File: config.mk
export PLATFORM = sky130hd
export DESIGN_NAME = line_fetch
export DESIGN_NICKNAME = d
export VERILOG_FILES = /design/src/rtl/ddr_mgr_pkg.sv /design/src/rtl/rd_data_chk.sv /design/src/rtl/line_fetch.sv
export SDC_FILE = /design/constraint.sdc
export NUM_CORES = 1
export LEC_CHECK = 0
export ABC_AREA = 1
export BUFFER_PORTS_ARGS = -buffer_cell sky130_fd_sc_hd__clkbuf_2
export CORE_UTILIZATION = 52
export DETAILED_ROUTE_END_ITERATION = 16
export MAX_ROUTING_LAYER = met4
export PLACE_DENSITY = 0.88
export SYNTH_ARGS = -nofsm -noshare
export SYNTH_HDL_FRONTEND = slang
export SYNTH_HIERARCHICAL = 1
export SYNTH_SLANG_ARGS = --single-unit
export TNS_END_PERCENT = 100
File: constraint.sdc
create_clock -name clk -period 2.3 [get_ports clk]
set_input_delay 0.46 -clock clk [delete_from_list [all_inputs] [get_ports clk]]
set_output_delay 0.46 -clock clk [all_outputs]
set_load 0.03 [all_outputs]
File: src/rtl/ddr_mgr_pkg.sv
// Shared types and constants for the DDR read-side line fetcher.
// Holds the FSM encoding, address field widths and data defaults.
package ddr_mgr_pkg;

    localparam int ROW_W  = 13;
    localparam int COL_W  = 10;
    localparam int BANK_W = 2;
    localparam int ADDR_W = ROW_W + COL_W + BANK_W;

    localparam logic [ROW_W-1:0] MAX_ROW_DEF  = 13'h02FF;
    localparam logic [COL_W-1:0] XFR_LEN_DEF  = 10'h200;
    localparam logic [31:0]      EXP_DATA_DEF = 32'hFDCB8610;

    typedef enum logic [2:0] {
        IDLE,
        REQ,
        WAIT_DATA,
        XFER,
        DONE
    } lf_state_e;

    // Line requests always start at column 0, bank 0 of the row.
    function automatic logic [ADDR_W-1:0] make_addr(input logic [ROW_W-1:0] row);
        return {row, {COL_W{1'b0}}, {BANK_W{1'b0}}};
    endfunction

endpackage

File: src/rtl/rd_data_chk.sv
// Compares accepted read beats against the expected word.
// Keeps a sticky fault flag and a saturating error counter.
module rd_data_chk
    import ddr_mgr_pkg::*;
#(
    parameter logic [31:0] EXP_DATA = EXP_DATA_DEF,
    parameter bit          CHK_EN   = 1'b1
) (
    input  logic        clk,
    input  logic        rst,
    input  logic        beat_vld,
    input  logic [31:0] beat_data,
    output logic        data_fault,
    output logic [7:0]  err_cnt
);

    logic mis;

    assign mis = CHK_EN && beat_vld && (beat_data != EXP_DATA);

    always_ff @(posedge clk) begin
        if (rst) begin
            data_fault <= 1'b0;
            err_cnt    <= 8'h00;
        end else if (mis) begin
            data_fault <= 1'b1;
            if (err_cnt != 8'hFF)
                err_cnt <= err_cnt + 8'h01;
        end
    end

endmodule

File: src/rtl/line_fetch.sv
// Fetches one frame line per DDR read request and forwards the beats
// to the display stage, tracking rows, frames and protocol faults.
module line_fetch
    import ddr_mgr_pkg::*;
#(
    parameter logic [12:0] MAX_ROW  = MAX_ROW_DEF,
    parameter logic [9:0]  XFR_LEN  = XFR_LEN_DEF,
    parameter logic [31:0] EXP_DATA = EXP_DATA_DEF,
    parameter bit          CHK_EN   = 1'b1
) (
    input  logic        clk,
    input  logic        rst,
    input  logic        start,
    input  logic        stop,
    output logic        rd_mem_req,
    output logic [24:0] rd_mem_addr,
    output logic [9:0]  rd_xfr_len,
    input  logic        rd_mem_grant,
    input  logic [31:0] rd_data,
    input  logic        rd_data_valid,
    output logic [31:0] pix_data,
    output logic        pix_valid,
    output logic        busy,
    output logic        line_done,
    output logic        frame_done,
    output logic [12:0] cur_row,
    output logic [15:0] frame_cnt,
    output logic        frame_ovf,
    output logic        data_fault,
    output logic        len_fault,
    output logic        stray_fault,
    output logic [7:0]  err_cnt
);

    lf_state_e   state;
    lf_state_e   state_nxt;
    logic        run;
    logic [9:0]  beat_cnt;
    logic        go;
    logic        fresh;
    logic        accept;
    logic        stray;
    logic        last_beat;
    logic        len_short;
    logic        frame_end;

    assign go        = (state == IDLE) && !stop && (start || run);
    assign fresh     = (state == IDLE) && start && !stop && !run;
    assign accept    = rd_data_valid && ((state == WAIT_DATA) || (state == XFER));
    assign stray     = rd_data_valid && !((state == WAIT_DATA) || (state == XFER));
    assign last_beat = accept && ((beat_cnt + 10'd1) == XFR_LEN);
    assign len_short = (state == XFER) && !rd_data_valid;
    assign frame_end = cur_row == MAX_ROW;

    always_comb begin
        state_nxt  = state;
        busy       = state != IDLE;
        line_done  = 1'b0;
        frame_done = 1'b0;
        unique case (state)
            IDLE: begin
                if (go)
                    state_nxt = REQ;
            end
            REQ: begin
                if (rd_mem_grant)
                    state_nxt = WAIT_DATA;
            end
            WAIT_DATA: begin
                if (rd_data_valid)
                    state_nxt = last_beat ? DONE : XFER;
            end
            XFER: begin
                if (len_short || last_beat)
                    state_nxt = DONE;
            end
            DONE: begin
                line_done  = 1'b1;
                frame_done = frame_end;
                state_nxt  = IDLE;
            end
            default: state_nxt = IDLE;
        endcase
    end

    always_ff @(posedge clk) begin
        if (rst) begin
            state       <= IDLE;
            run         <= 1'b0;
            rd_mem_req  <= 1'b0;
            rd_mem_addr <= '0;
            rd_xfr_len  <= '0;
            beat_cnt    <= '0;
            cur_row     <= '0;
            frame_cnt   <= '0;
            frame_ovf   <= 1'b0;
            len_fault   <= 1'b0;
            stray_fault <= 1'b0;
            pix_valid   <= 1'b0;
            pix_data    <= '0;
        end else begin
            state <= state_nxt;

            // stop always wins; the open line still runs to completion
            if (stop)
                run <= 1'b0;
            else if (start)
                run <= 1'b1;

            if (go) begin
                rd_mem_req  <= 1'b1;
                rd_mem_addr <= make_addr(fresh ? 13'd0 : cur_row);
                rd_xfr_len  <= XFR_LEN;
            end else if ((state == REQ) && rd_mem_grant) begin
                rd_mem_req <= 1'b0;
            end

            if (fresh)
                cur_row <= '0;

            if (state == DONE)
                beat_cnt <= '0;
            else if (accept)
                beat_cnt <= beat_cnt + 10'd1;

            if (state == DONE) begin
                if (frame_end) begin
                    cur_row   <= '0;
                    frame_cnt <= frame_cnt + 16'd1;
                    if (frame_cnt == 16'hFFFF)
                        frame_ovf <= 1'b1;
                end else begin
                    cur_row <= cur_row + 13'd1;
                end
            end

            if (len_short)
                len_fault <= 1'b1;
            if (stray)
                stray_fault <= 1'b1;

            pix_valid <= accept;
            if (accept)
                pix_data <= rd_data;
        end
    end

    rd_data_chk #(
        .EXP_DATA (EXP_DATA),
        .CHK_EN   (CHK_EN)
    ) u_chk (
        .clk        (clk),
        .rst        (rst),
        .beat_vld   (accept),
        .beat_data  (rd_data),
        .data_fault (data_fault),
        .err_cnt    (err_cnt)
    );

endmodule

==> impl_results.md <==
- CP Class: reg -> out
- First-pass GRT wire length: between 15000 and 20000 microns
- Crit path max fanout: 5
- Ys Warns: 6
- Seq/Total Area, Yosys: between 40% and 50%
- GR met3 Demand/Resource: roughly 3.9%
- Worst path required time: 1.84 ns
- Via count of the first global-routing pass: between 4000 and 5000
- Clock root buffer: clkbuf_8
- Fin crit period: about 2.2 ns
- Ant. Diodes: 0
- Clock slew at reported path FFs: about 0.11 ns
- H-tree levels: 3
- Clock Path Buffers: 2
- Row count: 35
- CTS buffer count: 9
- Die height: 99.3 microns
- Setup slack after layout: ~0.11 ns
- Syn Inst Count: 712
- DR vias/cell: 5.02
- Die footprint: roughly 9900 sq um
- Die X: between 90 and 100 microns
- Synthesized flop and latch total: about 100
- HPWL Detailed: 8350 microns
- Total power: slightly below 5 mW
- WL final: 11500 microns
- Area grow syn2layout: 20.0%
- Fmax: approximately 0.46 GHz
- Peak VDD IR: between 400 and 500 uV
- CTS tree: yes
- Most used routing layer: met2
- Skew final: 0.0153 ns
- Number of antenna violations at the first check in global routing: 0
- Fin crit share: between 90% and 100%
- Maxcap violations: 0
- Pleak: roughly 2.9 nW
- DRT antenna net count: 0
- Post-synth EDFFs: 0
- Placer Congestion: 0.871
- Slew Viols, Final: 0
- Synthesized area: roughly 5000 sq um
- Clk Latency, worst-skew pair: 0.37 ns
- Met2 Use GR: between 40% and 50%
- Cell variety after synth: 39
- Nets: between 800 and 900
- Hold Slack: around 0.32 ns
- I/O Buffers: about 130
- Clk sinks: between 100 and 150
- # fillers: approximately 850
- Final core utilization: 64.2%
- Power density cells: roughly 840 nW/um^2
- Synth Flop Type: dfxtp_1
- Multi-input gate area: roughly 2400 sq um
- Sequential Area: slightly above 2000 sq um
- Overall Global Routing Usage: between 20% and 30%
- DP Worst Slack: about 0.3 ns
- Top Ports: roughly 150
- DRT iter0 DRCs: between 200 and 300
- Core Area: slightly above 9000 sq um
- GRT met1 Usage: between 20 and 30%
- CP arrival: around 1.7 ns
- Commonest non-fill, non-tap cell in the layout: nand2_1
- Setup crit end kind: output port
- First-pass DRT Iterations: 6
- Most frequent cells in the layout: nand2_1 (132), nor2_1 (130), clkbuf_2 (128), dfxtp_1 (100), inv_1 (88)
- CP Launch Type: flip-flop
- Final setup vio count: 0
- Wire per inst: 12.0 microns
- Layout cells sized above 1: approximately a fifth
- Vias post-DR: between 4000 and 5000
- Async SR Flop Fraction: 0%
- DRC viols: 0
- Initial Utilization: a little over half
- Congestion Overflow GR: 0
- Largest net degree at the start of global routing: 38
- Final hold vios: 0
- Hold Path Class: in -> reg
- Synthesized area per cell: 6.91 sq um
- Outcome: finished, final reports clean
-- repair_timing --
action	CTS	global route
setup endpoints to repair	1	1
setup buffers	1	2
cloned	0	0
hold buffers	0	0
pin swaps	1	3
resized for setup	5	7
-- cell families (layout without fill, tap and decap cells) --
group / after synthesis / in the layout / share of synthesized area (%)
xor+xnor: 12 / 12 / 2.14
simple gates: 332 / 332 / 29.3
compound gates: 127 / 127 / 13.6
buf+inv: 132 / 247 / 11.8
fa+ha+maj: 5 / 5 / 1.27
flops: 103 / 103 / 41.9
other cells: 1 / 21 / 0.0762
-- per-layer routing --
| metal | part of all wire, % | vias to the layer above |
|---|---|---|
| met3 | 5.7 | 14 |
| li1 | - | 2491 |
| met2 | 47 | 152 |
| met4 | 1.2 | 0 |
| met5 | 0 | - |
| met1 | 46 | 2156 |
-- registers in the layout (all words and copies together), names as in the netlist --
register and cells:
rd_mem_addr 13, pix_data 32, run 1, u_chk/err_cnt 8, frame_ovf 1, cur_row 13, rd_mem_req 1, u_chk/data_fault 1
stray_fault 1, len_fault 1, frame_cnt 16, state 3, rd_xfr_len 1, beat_cnt 10, pix_valid 1
-- cells in the mapped netlist, types with 3 or more instances --
cell      count  area share (%)
xnor2_1       4            0.71
inv_1        88             6.7
xor2_1        8             1.4
nor2_1      130             9.9
nand4_1      15             1.9
ha_1          5             1.3
o21ai_0      69             7.0
a31oi_1       4            0.51
nand3_2       3            0.61
o22ai_1       8             1.0
nand3_1      24             2.4
a21oi_1      38             3.9
clkbuf_1     18             1.4
buf_4        22             3.4
nand2_1     132              10
nor3_1       13             1.3
dfxtp_1     103              42
-- critical path, cell delays in order, from the launching register on --
cell,delay (ns)
dfxtp_4,0.39
ha_4,0.16
nand3_4,0.10
nor3b_4,0.23
nand2_2,0.11
nor3_4,0.23
buf_8,0.15
-- worst paths after layout --
kind                                   from           end  slack (ns)  cells past startpoint
worst min-delay path            rd_data[24]  pix_data[24]        0.32                      3
worst max-delay path             cur_row[0]    frame_done        0.11                      6
worst min register to register    frame_ovf     frame_ovf        0.47                      2
worst max register to register   cur_row[0]    cur_row[8]        0.32                      9
-- final cells by class --
type	instances	area share, %
Clock inverter	7	1.55
Timing Repair Buffer	142	13.0
Tap cell	111	2.35
Inverter	89	5.66
Sequential cell	103	35.1
Clock buffer	9	2.10
Multi-Input combinational cell	497	40.3
-- where the power goes --
group	switching, mW	internal (mW)	leakage [nW]
clock	0.682	0.528	0.105
sequential	0.186	2.05	0.840
combinational	1.09	0.427	1.92
-- stage by stage --
step	std cells	TNS, ns	cell area (sq um)
final	958	0	5900
after global routing	958	-0.00675	5900
after CTS	956	0	5860
after detailed placement	939	0	5620
after global placement	939	0	5620
after floorplan	732	0	4990
No activity file was read; power rests on OpenSTA's default activity.
